## src/rtl/ex_mem_pkg.sv

```systemverilog
// Shared types and width defaults for the EX->MEM pipeline boundary.
package ex_mem_pkg;

  localparam int unsigned DefDataW  = 32;
  localparam int unsigned DefAddrW  = 5;
  localparam int unsigned DefMemopW = 4;
  localparam int unsigned DefCntW   = 16;

  typedef enum logic [DefMemopW-1:0] {
    MEM_NONE = 4'd0,
    MEM_LB,
    MEM_LH,
    MEM_LW,
    MEM_LBU,
    MEM_LHU,
    MEM_SB,
    MEM_SH,
    MEM_SW
  } memop_e;

  typedef enum logic [1:0] {
    StEmpty,
    StOne,
    StTwo
  } skid_state_e;

  // Field order here is the bit order used when the top packs its ports.
  typedef struct packed {
    logic [DefAddrW-1:0]  waddr;
    logic                 we;
    logic [DefDataW-1:0]  wdata;
    logic [DefMemopW-1:0] mem_op;
    logic [DefDataW-1:0]  mem_addr;
    logic [DefDataW-1:0]  mem_sdata;
  } ex_mem_payload_t;

endpackage

```

## src/rtl/pipe_skid_buf.sv

```systemverilog
// Two-entry skid buffer: main entry M drives the output, skid entry S absorbs one
// overflow beat so the upstream ready is a registered signal.
module pipe_skid_buf
  import ex_mem_pkg::*;
#(
  parameter int unsigned PAY_W = 8
) (
  input  logic             clk,
  input  logic             rst,
  input  logic             flush,
  input  logic             in_valid,
  output logic             in_ready,
  input  logic [PAY_W-1:0] in_data,
  output logic             out_valid,
  input  logic             out_ready,
  output logic [PAY_W-1:0] out_data
);

  skid_state_e      state_q, state_d;
  logic [PAY_W-1:0] m_q, m_d;
  logic [PAY_W-1:0] s_q, s_d;
  logic             in_xfer, out_xfer;

  assign in_xfer  = in_valid & in_ready;
  assign out_xfer = out_valid & out_ready;

  always_ff @(posedge clk) begin
    if (rst) begin
      state_q <= StEmpty;
      m_q     <= '0;
      s_q     <= '0;
    end else begin
      state_q <= state_d;
      m_q     <= m_d;
      s_q     <= s_d;
    end
  end

  always_comb begin
    state_d = state_q;
    m_d     = m_q;
    s_d     = s_q;
    if (flush) begin
      state_d = StEmpty;
      m_d     = '0;
      s_d     = '0;
    end else begin
      unique case (state_q)
        StEmpty: begin
          if (in_xfer) begin
            m_d     = in_data;
            state_d = StOne;
          end
        end
        StOne: begin
          if (in_xfer && out_xfer) begin
            m_d = in_data;
          end else if (in_xfer) begin
            s_d     = in_data;
            state_d = StTwo;
          end else if (out_xfer) begin
            state_d = StEmpty;
          end
        end
        // in_ready is low here, so no upstream beat can arrive.
        StTwo: begin
          if (out_xfer) begin
            m_d     = s_q;
            state_d = StOne;
          end
        end
        default: state_d = StEmpty;
      endcase
    end
  end

  // Both handshake outputs decode only the state flop; no path from out_ready.
  always_comb begin
    in_ready  = (state_q != StTwo);
    out_valid = (state_q != StEmpty);
    out_data  = m_q;
  end

endmodule

```

## src/rtl/ex_mem_skid.sv

```systemverilog
// EX->MEM boundary with valid/ready handshake, skid buffering, flush and a
// saturating backpressure counter.
module ex_mem_skid
  import ex_mem_pkg::*;
#(
  parameter int unsigned DATA_W  = DefDataW,
  parameter int unsigned ADDR_W  = DefAddrW,
  parameter int unsigned MEMOP_W = DefMemopW,
  parameter int unsigned CNT_W   = DefCntW
) (
  input  logic               clk,
  input  logic               rst,
  input  logic               flush,
  input  logic               ex_valid,
  output logic               ex_ready,
  input  logic [ADDR_W-1:0]  ex_waddr,
  input  logic               ex_we,
  input  logic [DATA_W-1:0]  ex_wdata,
  input  logic [MEMOP_W-1:0] ex_mem_op,
  input  logic [DATA_W-1:0]  ex_mem_addr,
  input  logic [DATA_W-1:0]  ex_mem_sdata,
  output logic               mem_valid,
  input  logic               mem_ready,
  output logic [ADDR_W-1:0]  mem_waddr,
  output logic               mem_we,
  output logic [DATA_W-1:0]  mem_wdata,
  output logic [MEMOP_W-1:0] mem_op,
  output logic [DATA_W-1:0]  mem_addr,
  output logic [DATA_W-1:0]  mem_sdata,
  output logic [CNT_W-1:0]   stall_cnt
);

  localparam int unsigned PayW = ADDR_W + 1 + DATA_W + MEMOP_W + DATA_W + DATA_W;

  logic [PayW-1:0]  in_pay, out_pay;
  logic             mem_we_raw;
  logic [CNT_W-1:0] stall_cnt_q;

  // Same field order as ex_mem_payload_t, kept flat so non-default widths work.
  assign in_pay = {ex_waddr, ex_we, ex_wdata, ex_mem_op, ex_mem_addr, ex_mem_sdata};

  pipe_skid_buf #(
    .PAY_W(PayW)
  ) u_skid (
    .clk      (clk),
    .rst      (rst),
    .flush    (flush),
    .in_valid (ex_valid),
    .in_ready (ex_ready),
    .in_data  (in_pay),
    .out_valid(mem_valid),
    .out_ready(mem_ready),
    .out_data (out_pay)
  );

  assign {mem_waddr, mem_we_raw, mem_wdata, mem_op, mem_addr, mem_sdata} = out_pay;
  assign mem_we = mem_we_raw & mem_valid;

  always_ff @(posedge clk) begin
    if (rst) begin
      stall_cnt_q <= '0;
    end else if (mem_valid && !mem_ready && (stall_cnt_q != {CNT_W{1'b1}})) begin
      stall_cnt_q <= stall_cnt_q + CNT_W'(1);
    end
  end

  assign stall_cnt = stall_cnt_q;

endmodule

```

## config.mk

```make
export PLATFORM = sky130hd
export DESIGN_NAME = ex_mem_skid
export DESIGN_NICKNAME = d
export VERILOG_FILES = /design/src/rtl/ex_mem_pkg.sv /design/src/rtl/pipe_skid_buf.sv /design/src/rtl/ex_mem_skid.sv
export SDC_FILE = /design/constraint.sdc
export NUM_CORES = 1
export LEC_CHECK = 0
export CORE_MARGIN = 2
export CORE_UTILIZATION = 54
export CTS_CLUSTER_SIZE = 12
export DETAILED_ROUTE_END_ITERATION = 10
export HOLD_SLACK_MARGIN = 0.02
export PLACE_DENSITY_LB_ADDON = 0.08
export SLEW_MARGIN = 20
export SYNTH_ARGS = -nofsm -noshare
export SYNTH_HDL_FRONTEND = slang
export SYNTH_SLANG_ARGS = --single-unit
```

## constraint.sdc

```tcl
create_clock -name clk -period 3.1 [get_ports clk]
set_clock_uncertainty 0.2 [all_clocks]
set_input_delay 0.465 -clock clk [delete_from_list [all_inputs] [get_ports clk]]
set_output_delay 0.465 -clock clk [all_outputs]
set_load 0.02 [all_outputs]
```

## Word level (Yosys, flattened, before mapping)

Index checks and enable logic that the tools add are counted.

| operators by class | value |
|---|---|
| $add $sub $neg | 1 |
| multiply operators | 0 |
| div/mod/pow operators | 0 |
| magnitude comparators | 0 |
| equality and inequality tests | 9 |
| shift-type cells | 0 |
| mux-type cells | 10 |
| bitwise logic cells | 4 |
| reduce and logical (&&, ||, !) cells | 11 |

Operators with widths:

| cell | count |
|---|---|
| $mux 106 | 3 |
| $pmux 106 s3 | 1 |
| $add 16x1->16 const B | 1 |
| $ne 16x16->1 const B | 1 |
| $mux 2 | 5 |
| $reduce_and 4->1 | 2 |
| $ne 2x1->1 const B | 3 |
| $pmux 2 s3 | 1 |
| $ne 2x2->1 const B | 2 |
| $and 1x1->1 | 3 |
| $logic_and 1x1->1 | 3 |
| $ne 3x1->1 const B | 1 |
| $reduce_and 3->1 | 1 |
| $reduce_bool 3->1 | 1 |
| $eq 2x1->1 const B | 1 |
| $eq 2x2->1 const B | 1 |
| $logic_not 2->1 | 1 |
| $reduce_bool 2->1 | 1 |
| $reduce_or 2->1 | 1 |
| $logic_not 1->1 | 1 |
| $not 1->1 | 1 |

| word-level totals | value |
|---|---|
| register bits | 230 |
| bits in latches | 0 |
| RAM bits | 0 |
| memory bits (read-only) | 0 |
| input port bits | 111 |
| word-level logic and storage cells | 39 |
| memories | 0 |

## Depth between registers and ports, before layout

| logic depth | value |
|---|---|
| depth in word-level cells | 6 |
| depth in mapped cells | 8 |
| gate-level depth less buffers | 5 |

## Modules after synthesis

A second synthesis with hierarchy kept.

| second synthesis, totals | value |
|---|---|
| cells, all modules | 1,072 |
| area, all modules | 9,935.8 sq um |

Modules (own cells, without submodules):

| module | times used | cells an instance | area an instance (sq um) |
|---|---|---|---|
| pipe_skid_buf | 1 | 975 | 9,097.5 |
| ex_mem_skid | 1 | 97 | 838.3 |

## Worst setup path after synthesis

Ideal clock, no wire load.

| timing | value |
|---|---|
| path kind | reg2reg |
| start point | reg stall_cnt_q[0], in the netlist stall_cnt[0] |
| end point | reg stall_cnt_q[14], in the netlist stall_cnt[14] |
| setup time | 70 ps |
| arrival | 1,893 ps |
| required time | 2,830 ps |
| path slack | 936 ps |
| cell stages (with the launch flop) | 7 |
| buffers on the path | 1 |
| clock period less this slack | 2,164 ps |
| path through | dfxtp_1 ha_1 nand4_1 or3_1 clkbuf_1 or4_1 a21oi_1 |

| between the ends | value |
|---|---|
| word-level cells in the longest chain between the ends | 2 |
| elaborated cells between the ends (all ways) | 3 |

Ends and longest elaborated chain:

| element | RTL line | text |
|---|---|---|
| from (decl) | ex_mem_skid.sv:37 | `logic [CNT_W-1:0] stall_cnt_q;` |
| from (signal assigned) | ex_mem_skid.sv:63 | `stall_cnt_q <= stall_cnt_q + CNT_W'(1);` |
| branches (longest 2 deep; another with $add 16x1->16) | -- |  |

Parallel ways; which one is timed is not known.
A chain may end at the register's enable or synchronous reset.

## Worst setup path in the final report

| timing | value |
|---|---|
| start point | reg u_skid.state_q[1] |
| end point | out mem_we |

| between the ends | value |
|---|---|
| word-level cells in the longest chain between the ends | 2 |

Ends and longest elaborated chain:

| element | RTL line | text |
|---|---|---|
| from (decl) | pipe_skid_buf.sv:19 | `skid_state_e state_q, state_d;` |
| from (signal assigned) | pipe_skid_buf.sv:29 | `state_q <= StEmpty;` |
| from (signal assigned) | pipe_skid_buf.sv:33 | `state_q <= state_d;` |
| $reduce_bool 2->1 | pipe_skid_buf.sv:80 | `out_valid = (state_q != StEmpty);` |
| $and 1x1->1 | ex_mem_skid.sv:57 | `assign mem_we = mem_we_raw & mem_valid;` |
| to (decl) | ex_mem_skid.sv:25 | `output logic mem_we,` |

No other way between the ends.

==> flow_metrics.tcl <==
set metrics [dict create \
    outcome "complete, no violations" \
    cp.required_ns 2.43 \
    grt_first_pass_wirelength_um 36000 \
    grtUsageMet3_pct 6.30 \
    clock_tree.buffer_depth 3 \
    area_delta_synth_final_pct 26.4 \
    cts_tree "built" \
    worst_setup_path_class "reg2out" \
    synth_edf_count 0 \
    finalSetupViolCount 0 \
    hold_viol_final 0 \
    max_clock_freq_ghz 0.371 \
    min_path_type "reg2reg" \
    period_share_pct 87.0 \
    die_height_um 140 \
    sw_frac_of_total_pct 23.0 \
    crit_fanout 9 \
    drc 0 \
    worstRegToRegCells 4 \
    finalWorstPathRequiredPeriod_ns 2.70 \
    route.vias.total 7843 \
    worst_pin_slew_ns 0.803 \
    regToRegStartpoint "u_skid.state_q[1]" \
    cts_num_sinks 230 \
    fin_setup_tns_ns 0 \
    clockRootBuffer "sky130_fd_sc_hd__clkbuf_16" \
    layout_commonest_cell "sky130_fd_sc_hd__clkdlybuf4s50_1" \
    gate_count_after_technology_mapping 1156 \
    pin_count 235 \
    final_cells 1489 \
    final.fill_count 1475 \
    h-tree-depth 1 \
    synth.cell_area_um2 9940 \
    crit_path_end "mem_we" \
    mostFrequentLayoutCells "234 x sky130_fd_sc_hd__clkdlybuf4s50_1, 230 x sky130_fd_sc_hd__dfxtp_1, 219 x sky130_fd_sc_hd__nand2_1" \
    critical_path.reg2reg.endpoint "stall_cnt[13]" \
    grt_setup_unrepaired "no" \
    ys_types 39 \
    postSynth.asyncResetShare_pct 0 \
    hold_buffers 0 \
    cts_made_buffers 26 \
    final-max-slew-violation-count 0 \
    comb_power_share_pct 10.4 \
    grt_start_max_net_pins 119 \
    timing.critical_path.from_type "flop" \
    floorplan.die_area_um2 19500 \
    grt.busiest_layer "met2" \
    met2_usage_pct 36.5 \
    post_route_cells_drive_above_1_share_pct 5.40 \
    worst_setup_hold_path_clk_slew_ns 0.06 \
    antenna_left 0 \
    floorplan.rows 49 \
    synth-main-ff-cell "sky130_fd_sc_hd__dfxtp_1" \
    gp_congestion 0.753 \
    sequentialPowerShare_pct 45.1 \
    die-width_um 140 \
    number_of_antenna_violations_at_the_first_check_in_global_routing 0 \
    worst_setup_path_startpoint "u_skid.state_q[1]" \
    setup.worst_path.end_class "output port" \
    route.detailed.vias_per_inst 5.27 \
    post_cts_repair_setup_buffers 0 \
    grtUsageTotal_pct 21.9 \
    detail_route.first_pass.iterations 4 \
    power.leakage_nw 5.02 \
    ir_worst_vdd_v 0.000465 \
    synth.yosys.seq_area_share_pct 46.3 \
    n_antenna_cell 0 \
    initial_utilization_pct 55.1 \
    yosysWarningCount 0 \
    vias_in_the_first_global_route 7059 \
    place.port_buffers 234 \
    dp_wirelength_um 14100 \
    internal-power_mw 5.24 \
    maxCapViolCount 0 \
    first_iter_violations 415 \
    mappedNetlistNets 1268 \
    postSynthAreaPerCell_um2 8.59 \
    setup.reg_to_reg.worst_slack_ns 0.76 \
    global_route.overflow_total 0 \
    final_nets 1352 \
    power.switching_mw 1.57 \
    floorplan.core_area_um2 18000 \
    globalRouteMet1Util_pct 28.7 \
    timing.slew.headroom_pct 46.5 \
    placedCellCount 1441 \
    yosys_register_bits 230 \
    postCtsResizedCells 0 \
    routed_wirelength_um 22300 \
    route.detailed.wl_per_inst_um 15.0 \
    crit_arrival_ns 2.03 \
    power.share.clock_pct 44.5 \
    clk-insertion-delay-late_ns 0.51 \
    power-per-cell-area_nw_per_um2 542 \
]
[per-stage QoR]
step,hold WS [ns],utilization (%),worst slack (ns),instance area (um2),total power [mW]
after detailed placement,0.246,64.9,0.246,11700,3.85
after global routing,0.268,69.7,0.290,12600,7.08
final,0.252,69.7,0.403,12600,6.81
after CTS,0.253,69.7,0.359,12600,6.88
after floorplan,0.236,-,0.936,9940,3.56
after global placement,0.241,64.9,0.291,11700,3.84
[power groups by stage]
stage | Sequential [mW] | Combinational [mW] | Clock [mW]
after global routing | 3.08 | 0.767 | 3.23
after detailed placement | 3.14 | 0.709 | 0
after CTS | 3.07 | 0.712 | 3.09
after floorplan | 3.12 | 0.437 | 0
final | 3.07 | 0.706 | 3.03
after global placement | 3.14 | 0.700 | 0
[synthesized netlist by cell type (2+ instances only)]
library cell,instances,area share [%]
sky130_fd_sc_hd__a21oi_1,118,5.9
sky130_fd_sc_hd__o41ai_1,2,0.18
sky130_fd_sc_hd__or2_2,5,0.31
sky130_fd_sc_hd__nor4_1,3,0.19
sky130_fd_sc_hd__dfxtp_1,230,46
sky130_fd_sc_hd__nor3_1,4,0.20
sky130_fd_sc_hd__nor2_1,110,4.2
sky130_fd_sc_hd__or4_1,7,0.53
sky130_fd_sc_hd__clkbuf_1,69,2.6
sky130_fd_sc_hd__nor2b_1,3,0.19
sky130_fd_sc_hd__nand2b_1,2,0.13
sky130_fd_sc_hd__nand3b_1,2,0.15
sky130_fd_sc_hd__or3_1,3,0.19
sky130_fd_sc_hd__buf_2,17,0.86
sky130_fd_sc_hd__o21ai_0,6,0.30
sky130_fd_sc_hd__o31ai_1,4,0.30
sky130_fd_sc_hd__a211oi_1,107,8.1
sky130_fd_sc_hd__buf_4,106,8.0
sky130_fd_sc_hd__inv_1,4,0.15
sky130_fd_sc_hd__mux2i_1,107,11
sky130_fd_sc_hd__and2_1,2,0.13
sky130_fd_sc_hd__nand3_1,4,0.20
sky130_fd_sc_hd__o21a_1,2,0.15
sky130_fd_sc_hd__nand4_1,5,0.31
sky130_fd_sc_hd__nand2_1,220,8.3
[kinds of logic after synthesis]
group                      count (synthesis)  share of synthesized area (%)
buffers and inverters                    197                           11.7
adders and majority gates                  1                          0.126
muxes                                    108                           10.9
AOI/OAI and AO/OA                        246                           15.7
and+or+nand+nor                          374                           15.3
DFF                                      230                           46.3
[worst min-delay path by stage]
| stage | start | end | slack (ns) | depth (start not counted) |
|---|---|---|---|---|
| global placement | u_skid.s_q[36] | u_skid.s_q[36] | 0.24 | 2 |
| global route | u_skid.s_q[105] | u_skid.s_q[105] | 0.27 | 2 |
| finish | u_skid.s_q[15] | u_skid.s_q[15] | 0.25 | 2 |
| detailed placement | u_skid.s_q[61] | u_skid.s_q[61] | 0.25 | 2 |
| floorplan | u_skid.s_q[0] | u_skid.s_q[0] | 0.24 | 2 |
| CTS | u_skid.s_q[47] | u_skid.s_q[47] | 0.25 | 2 |
[flip-flops by register name, summed over array words and instances (netlist names)]
register         cells
u_skid.state_q       2
u_skid.out_data    106
u_skid.s_q         106
stall_cnt           16
[routing by layer]
metal	wire, um	share of wire (%)
met1	9840	44
met2	10600	47
met3	1600	7.2
met4	286	1.3
met5	0	0
[final cells by class]
cell class,instances,area (um2),share of cell area [%]
clock inverters,7,88.8,0.707
well taps,229,287,2.28
multi-input cells,729,4200,33.5
clock buffers,41,768,6.12
flip-flops and latches,230,4600,36.7
repair buffers,249,2590,20.6
inverters,4,15.0,0.120
[worst max-delay path, cell delays in order, from the launching register on]
cell and delay, ns:
sky130_fd_sc_hd__dfxtp_1 0.57, sky130_fd_sc_hd__or2_2 0.20, sky130_fd_sc_hd__and2_1 0.11, sky130_fd_sc_hd__clkdlybuf4s50_1 0.63
(Power assumes the default switching activity.)
